File: src/rtl/fpu_pkg.sv
// Shared IEEE-754 format constants, special encodings and operand unpacking for the FPU.
package fpu_pkg;

  localparam int unsigned EXP_W_D = 11;
  localparam int unsigned MAN_W_D = 52;
  localparam int unsigned BIAS_D  = 1023;
  localparam int unsigned EXP_W_S = 8;
  localparam int unsigned MAN_W_S = 23;
  localparam int unsigned BIAS_S  = 127;

  localparam logic [63:0] QNAN_D = 64'h7FF8_0000_0000_0000;
  localparam logic [63:0] QNAN_S = 64'h0000_0000_7FC0_0000;
  localparam logic [63:0] PINF_D = 64'h7FF0_0000_0000_0000;
  localparam logic [63:0] NINF_D = 64'hFFF0_0000_0000_0000;
  localparam logic [63:0] PINF_S = 64'h0000_0000_7F80_0000;
  localparam logic [63:0] NINF_S = 64'h0000_0000_FF80_0000;

  // Sized for binary64; binary32 operands are zero-extended into the low bits.
  typedef struct packed {
    logic        sign;
    logic [10:0] exp;   // effective exponent (1 for subnormals and zero)
    logic [52:0] mant;  // hidden bit plus fraction
    logic        is_zero;
    logic        is_inf;
    logic        is_nan;
  } fp_op_t;

  function automatic fp_op_t fp_unpack(input logic [63:0] op, input logic dbl);
    fp_op_t      u;
    logic [10:0] e;
    logic [51:0] f;
    logic        e_max;
    if (dbl) begin
      u.sign = op[63];
      e      = op[62:52];
      f      = op[51:0];
      e_max  = &e;
    end else begin
      u.sign = op[31];
      e      = {3'b000, op[30:23]};
      f      = {29'b0, op[22:0]};
      e_max  = &e[7:0];
    end
    u.is_zero = (e == 11'd0) && (f == 52'd0);
    u.is_inf  = e_max && (f == 52'd0);
    u.is_nan  = e_max && (f != 52'd0);
    u.exp     = (e == 11'd0) ? 11'd1 : e;
    u.mant    = dbl ? {(e != 11'd0), f} : {29'b0, (e != 11'd0), f[22:0]};
    return u;
  endfunction

endpackage

File: src/rtl/fpu_lzc.sv
// Leading-zero counter; an all-zero input yields Width.
module fpu_lzc #(
  parameter  int unsigned Width = 56,
  localparam int unsigned CntW  = $clog2(Width + 1)
) (
  input  logic [Width-1:0] value,
  output logic [CntW-1:0]  count
);

  // Scan upward so the highest set bit is the last to win.
  always_comb begin
    count = CntW'(Width);
    for (int i = 0; i < Width; i++) begin
      if (value[i]) count = CntW'(Width - 1 - i);
    end
  end

endmodule

File: src/rtl/fpu_add.sv
// IEEE-754 adder, binary32 or binary64 chosen at elaboration; one-cycle registered result.
module fpu_add
  import fpu_pkg::*;
#(
  parameter bit double = 1'b0
) (
  input  logic        clk,
  input  logic        rst_n,
  input  logic [63:0] a,
  input  logic [63:0] b,
  output logic [63:0] result
);

  localparam int unsigned EW   = double ? EXP_W_D : EXP_W_S;
  localparam int unsigned MW   = double ? MAN_W_D : MAN_W_S;
  localparam int unsigned Bias = double ? BIAS_D : BIAS_S;
  localparam int unsigned AW   = MW + 4;  // hidden, fraction, guard, round, sticky
  localparam int unsigned LzW  = $clog2(AW + 1);
  localparam logic [EW:0] ExpMax = (EW + 1)'(2 * Bias);
  localparam logic [63:0] QNan   = double ? QNAN_D : QNAN_S;
  localparam logic [63:0] InfPos = double ? PINF_D : PINF_S;
  localparam logic [63:0] InfNeg = double ? NINF_D : NINF_S;

  fp_op_t        ua, ub, ux, uy;
  logic [63:0]   xraw;
  logic          a_ge;
  logic [EW-1:0] ex, ey, diff;
  logic [MW:0]   mx, my;
  logic [AW-1:0] xm_ext, ym_ext, lost_mask, ym_sh, ym_al;
  logic          sticky;
  logic [AW:0]   sum;
  logic [AW-1:0] sum_lo;
  logic [LzW-1:0] lz;
  logic [EW-1:0] lim, shamt;
  logic [AW-1:0] norm;
  logic [EW:0]   exp_n, exp_f;
  logic          round_up;
  logic [MW+1:0] mant_r;
  logic [MW-1:0] frac;
  logic [63:0]   packed_res, res_d, result_q;

  // Unpack, order by magnitude, align the smaller operand and add/subtract.
  always_comb begin
    ua     = fp_unpack(a, double);
    ub     = fp_unpack(b, double);
    a_ge   = {ua.exp[EW-1:0], ua.mant[MW:0]} >= {ub.exp[EW-1:0], ub.mant[MW:0]};
    ux     = a_ge ? ua : ub;
    uy     = a_ge ? ub : ua;
    xraw   = a_ge ? a : b;
    ex     = ux.exp[EW-1:0];
    ey     = uy.exp[EW-1:0];
    mx     = ux.mant[MW:0];
    my     = uy.mant[MW:0];
    diff   = ex - ey;
    xm_ext = {mx, 3'b000};
    ym_ext = {my, 3'b000};
    lost_mask = ~({AW{1'b1}} << diff);
    sticky    = |(ym_ext & lost_mask);
    ym_sh     = ym_ext >> diff;
    if (32'(diff) >= MW + 3) begin
      ym_al = {{(AW - 1){1'b0}}, |my};
    end else begin
      ym_al = {ym_sh[AW-1:1], ym_sh[0] | sticky};
    end
    if (ux.sign ^ uy.sign) begin
      sum = {1'b0, xm_ext} - {1'b0, ym_al};
    end else begin
      sum = {1'b0, xm_ext} + {1'b0, ym_al};
    end
  end

  assign sum_lo = sum[AW-1:0];

  fpu_lzc #(
    .Width (AW)
  ) u_lzc (
    .value (sum_lo),
    .count (lz)
  );

  // Normalize, then round to nearest even.
  always_comb begin
    lim   = ex - EW'(1);
    shamt = (EW'(lz) > lim) ? lim : EW'(lz);
    if (sum[AW]) begin
      norm  = {sum[AW:2], sum[1] | sum[0]};
      exp_n = {1'b0, ex} + (EW + 1)'(1);
    end else begin
      // Limiting the shift keeps the exponent at 1, producing a subnormal.
      norm  = sum_lo << shamt;
      exp_n = {1'b0, ex - shamt};
    end
    round_up = norm[2] & (norm[1] | norm[0] | norm[3]);
    mant_r   = {1'b0, norm[AW-1:3]} + (MW + 2)'(round_up);
    exp_f    = '0;
    frac     = mant_r[MW-1:0];
    if (mant_r[MW+1]) begin
      exp_f = exp_n + (EW + 1)'(1);
      frac  = mant_r[MW:1];
    end else if (mant_r[MW]) begin
      exp_f = exp_n;
    end
    packed_res                 = '0;
    packed_res[EW+MW]          = ux.sign;
    packed_res[EW+MW-1:MW]     = exp_f[EW-1:0];
    packed_res[MW-1:0]         = frac;
  end

  always_comb begin
    res_d = packed_res;
    if (ua.is_nan || ub.is_nan || (ua.is_inf && ub.is_inf && (ua.sign != ub.sign))) begin
      res_d = QNan;
    end else if (ux.is_inf) begin
      res_d = ux.sign ? InfNeg : InfPos;
    end else if (ux.is_zero) begin
      res_d           = '0;
      res_d[EW+MW]    = ua.sign & ub.sign;
    end else if (uy.is_zero) begin
      res_d = double ? xraw : {32'b0, xraw[31:0]};
    end else if (sum == '0) begin
      res_d = '0;
    end else if (exp_f > ExpMax) begin
      res_d = ux.sign ? InfNeg : InfPos;
    end
  end

  always_ff @(posedge clk or negedge rst_n) begin
    if (!rst_n) begin
      result_q <= '0;
    end else begin
      result_q <= res_d;
    end
  end

  assign result = result_q;

  // Format-dependent slices leave some operand and struct bits unread.
  logic unused_ok;
  assign unused_ok = ^{a, b, ua, ub, ux, uy, xraw};

endmodule

File: config.mk
export PLATFORM = sky130hd
export DESIGN_NAME = fpu_add
export DESIGN_NICKNAME = d
export VERILOG_FILES = /design/src/rtl/fpu_pkg.sv /design/src/rtl/fpu_lzc.sv /design/src/rtl/fpu_add.sv
export SDC_FILE = /design/constraint.sdc
export NUM_CORES = 1
export LEC_CHECK = 0
export CAP_MARGIN = 5
export CORE_MARGIN = 3
export CORE_UTILIZATION = 50
export CTS_CLUSTER_DIAMETER = 60
export DETAILED_ROUTE_END_ITERATION = 6
export MAX_ROUTING_LAYER = met4
export PLACE_DENSITY_LB_ADDON = 0.08
export SLEW_MARGIN = 20
export SYNTH_ARGS = -nofsm -noshare
export SYNTH_HDL_FRONTEND = slang
export SYNTH_SLANG_ARGS = --single-unit
export TNS_END_PERCENT = 30
File: constraint.sdc
create_clock -name clk -period 0.8 [get_ports clk]
set_input_delay 0.2 -clock clk [delete_from_list [all_inputs] [get_ports clk]]
set_output_delay 0.2 -clock clk [all_outputs]
set_load 0.02 [all_outputs]
==> run metrics, run 1 <==
Most used DFF post-synth=dfrtp_1; Mapped Area=14610 um2; cts hold-fix bufs=0; worst_ep grt=result[18]$_DFF_PN0_/D; Err=[ERROR GRT-0232] Routing congestion too high. Check the congestion heatmap in the GUI.; sequential area share after synthesis=5.480%; Post-synth EDFFs=0; gr usage total=74.98%; Cells after Synth=2219; Synth Warn #=0; row cnt=61; Post-Syn Area per Cell=6.585 um2; initial core utilization=51.61%; Yosys reg bits=32; Die Span Y=177.0 um; Chip Width=177.0 um; num ports=194; root buffer selected by CTS=clkbuf_16; GPL Wtd Cong=1.113; outcome=did not finish; CTS Buffer Depth=2; Placed Cells=3470; top cell type's share of synthesized area=8.477%; port buffer count=97; share of flip-flops with an asynchronous set or reset=100.0%; total CTS buffers=5; Stop stage=global routing (5_1_grt); worst endpoint type=register data pin; Unique masters post-synth=120; Synth area leader=ha_1; Synth area leaders=ha_1 (8.5%), nand2_1 (6.4%), a21oi_1 (6.0%); post-DP HPWL=63580 um; htree depth=2; grt total ovfl=45; CTS Sinks=32; largest net degree at the start of global routing=59
==> cell usage after synthesis (10+ instances only) <==
| master | n |
|---|---|
| nor2b_1 | 21 |
| nand2b_1 | 18 |
| mux2_2 | 19 |
| nand2_1 | 251 |
| ha_1 | 99 |
| dfrtp_1 | 32 |
| inv_1 | 108 |
| a31oi_1 | 29 |
| a21o_1 | 13 |
| nor2_1 | 195 |
| nor4_1 | 32 |
| or2_2 | 11 |
| buf_1 | 16 |
| o21ai_0 | 140 |
| a211oi_1 | 35 |
| xor2_1 | 13 |
| and3_1 | 31 |
| mux2i_1 | 70 |
| or3_1 | 17 |
| o22ai_1 | 25 |
| o21bai_1 | 16 |
| buf_2 | 26 |
| nand4_1 | 46 |
| o21ai_1 | 24 |
| buf_4 | 40 |
| a21oi_1 | 176 |
| and2_1 | 26 |
| o31ai_1 | 21 |
| a22oi_1 | 10 |
| o32ai_1 | 11 |
| nor3_1 | 82 |
| xnor2_1 | 45 |
| nand3_1 | 105 |
| o221ai_1 | 16 |
| a211o_1 | 16 |
| o211ai_1 | 36 |
| clkbuf_1 | 91 |
| o211a_1 | 12 |
==> metrics by stage <==
stage,setup WS [ns],area [um2],TNS (ns),util (%)
CTS,-11.55,24110,-370.53,85.14
detailed placement,-12.86,22500,-415.31,79.48
global placement,-12.61,22500,-406.08,79.48
floorplan,-11.64,15000,-366.38,-
==> per-layer routing <==
layer / overflow / GRT usage (%)
met1: 0 / 74.15
met3: 1 / 56.74
met2: 29 / 89.87
met5: - / -
met4: 15 / 74.50
==> cells by family after synthesis <==
logic type | share of synthesized area [%]
muxes | 7.492
AOI/OAI and AO/OA | 34.93
adders and majority gates | 8.751
other | 0.05139
DFF | 5.480
and+or+nand+nor | 30.58
xor gates and xnor gates | 3.699
buffers and inverters | 9.016
==> what timing repair did <==
action | 4_1_cts
resized for setup | 415
cloned | 3
pin swaps | 101
endpoints found under the setup margin | 64
setup buffers | 74
==> run 2, diff against run 1 <==
Settings changed: CORE_UTILIZATION 50 to 35, CTS_CLUSTER_DIAMETER 60 to default, MAX_ROUTING_LAYER met4 to default, PLACE_DENSITY_LB_ADDON 0.08 to 0.15.
==> run 2 against run 1 <==
Effect of this change:
- the flow now finishes, with violations (negative setup slack)
- area after synthesis is the same
- synthesized cell count is the same
==> run metrics, run 2 <==
leading cell type in the layout, fill and taps excluded=buf_4; grt total ovfl=0; htree depth=2 (unchanged); DP Area=22870 um2 (+1.6%); Critical Path Source Type=input port; outcome=complete, but fails checks; via/cell ratio=5.954; most used routing layer=met2; Slew headroom=45.55%; GPL Wtd Cong=1.053 (-5.4%); Mapped Area=14610 um2 (unchanged); total CTS buffers=5 (unchanged); PnR worst setup slack=-12.14 ns; number of max-cap violations=0; Slew Limit Fails=0; arrival time at the worst endpoint=13.09 ns; max reg flops=32; DRC Markers=0; Layout area overhead=76.84%; most frequent cells in the layout=buf_4 (995), nand2_1 (234), nor2_1 (176); row cnt=74 (+21%); critical path's largest stage delay=0.54 ns; Synth Warn #=0 (unchanged); core area=41020 um2; Cells after Synth=2219 (unchanged); first-pass GRT wire length=129900 um; CP Capture Type=flip-flop; clock transition at the registers of the reported paths=0.05 ns; initial antenna violation count=1; num ports=194 (unchanged); post-route cell area=25840 um2; achievable frequency=0.07725 GHz; TritonCTS clock tree=yes; most frequent cells after synthesis=nand2_1 (251), nor2_1 (195), a21oi_1 (176); GRT met1 Usage=51.27%; pre-CTS WS=-13.20 ns (-0.3366 ns); Fin. Hold Viols=0; vias in the first global route=21297; final worst path period share=1618%; Most used DFF post-synth=dfrtp_1; gr usage total=37.57%; cell with the most instances on the worst path=buf_4; RSZ-0062 raised after global routing=yes; M3 GR Usage=6.668%; failing checks=negative setup slack; Yosys reg bits=32 (unchanged); Finished Core Util=63.00%; Synth area leaders=ha_1 (8.5%), nand2_1 (6.4%), a21oi_1 (6.0%); Fill cells=3742; cts hold-fix bufs=0 (unchanged); Post-synth EDFFs=0 (unchanged); layout net count=3461; post-DP HPWL=72210 um (+14%); largest net degree at the start of global routing=59; port buffer count=97 (unchanged); crit path from=a[13]; Synth area leader=ha_1; vias after detailed routing=22409; top cell type's share of synthesized area=8.477% (unchanged); Avg WL per Cell=23.55 um; layout cells sized above 1=46.61%; critical path required time=0.95 ns; pwr dens=2271 nW/um2; M2 GR Usage=61.37%; CTS Buffer Depth=2 (unchanged); Worst Setup Path Type=input port to flip-flop; DR iter-0 viols=2451; initial core utilization=35.63% (-16 points); worst-path fanout max=9; top-count cell post-synth=nand2_1; Max IR drop VDD=1.374 mV; share of flip-flops with an asynchronous set or reset=100.0% (unchanged); Final setup violation count=64; Die Span Y=210.3 um (+19%); Chip Width=210.3 um (+19%); WL final=88660 um; worst-margin pin slew=0.8109 ns; CP max stage cell=clkdlybuf4s50_1; remaining antenna violation count=0; Unique masters post-synth=120 (unchanged); Hold Path Class=input port to async pin; minimum clock period=12.94 ns; first-pass detailed-route iteration total=5; Post-Syn Area per Cell=6.585 um2 (unchanged); root buffer selected by CTS=clkbuf_16; area of the die=44240 um2; PnR Total Power=58.69 mW; CTS Sinks=32 (unchanged); Lkg Pwr=11.98 nW; sequential area share after synthesis=5.480% (unchanged)
[run 2: worst max-delay path, delay by kind of cell]
kind,cells,cell delay (ns)
xor+xnor,1,0.20
simple gates,10,1.83
mux,2,0.55
compound gates,25,4.71
fa+ha+maj,3,0.73
buf+inv,31,4.81
[run 2: area by class of cell]
type | instances | area [um2] | share of cell area, %
Multi-Input combinational cell | 1928 | 14650 | 56.67
Clock inverter | 1 | 30.03 | 0.1162
Sequential cell | 32 | 800.8 | 3.099
Inverter | 114 | 440.4 | 1.704
Clock buffer | 7 | 152.6 | 0.5907
Timing Repair Buffer | 1149 | 9104 | 35.23
Antenna cell | 1 | 2.502 | 0.009684
Tap cell | 532 | 665.6 | 2.576
[run 2: how the worst max path moves through the flow]
stage	end	slack (ns)	cells past startpoint
floorplan	result[1]	-11.64	72
global placement	result[24]	-12.97	71
detailed placement	result[24]	-13.20	72
CTS	result[15]	-11.74	74
global route	result[17]	-12.47	74
finish	result[17]	-12.14	72
[run 2: logic make-up after synthesis]
family	after synthesis	synth area share [%]
DFF	32	5.480
and+or+nand+nor	892	30.58
AOI/OAI and AO/OA	742	34.93
muxes	98	7.492
xor gates and xnor gates	60	3.699
adders and majority gates	101	8.751
other	2	0.05139
buffers and inverters	292	9.016
[run 2: layer usage]
layer	share of wire (%)	vias to the layer above
met4	3.9	0
met5	0	-
li1	-	10311
met1	42	10700
met3	9.6	210
met2	45	1188
[run 2: through the flow]
stage          instances  TNS (ns)  hold WS, ns
2_1_floorplan       2251   -366.38     -0.09559
3_3_place_gp        3638   -419.76       0.5864
3_5_place_dp        3638   -427.11       0.5895
4_1_cts             3711   -390.20       0.2985
5_1_grt             3763   -398.46       0.3153
6_report            3764   -386.69       0.2901
[run 2: where the power goes]
part | total [mW] | switching [mW] | leakage, nW | internal [mW]
clock network | 2.31 | 0.672 | 0.0901 | 1.64
registers | 2.75 | 0.310 | 0.381 | 2.44
logic | 53.6 | 28.7 | 11.5 | 24.9
total | 58.7 | 29.7 | 12.0 | 29.0
[run 2: timing repair]
item	4_1_cts	5_1_grt
resized for setup	305	307
pin swaps	101	116
cloned	0	5
setup endpoints to repair	64	64
buffers inserted	67	48
Note: power is estimated with default switching activity, not from simulation.
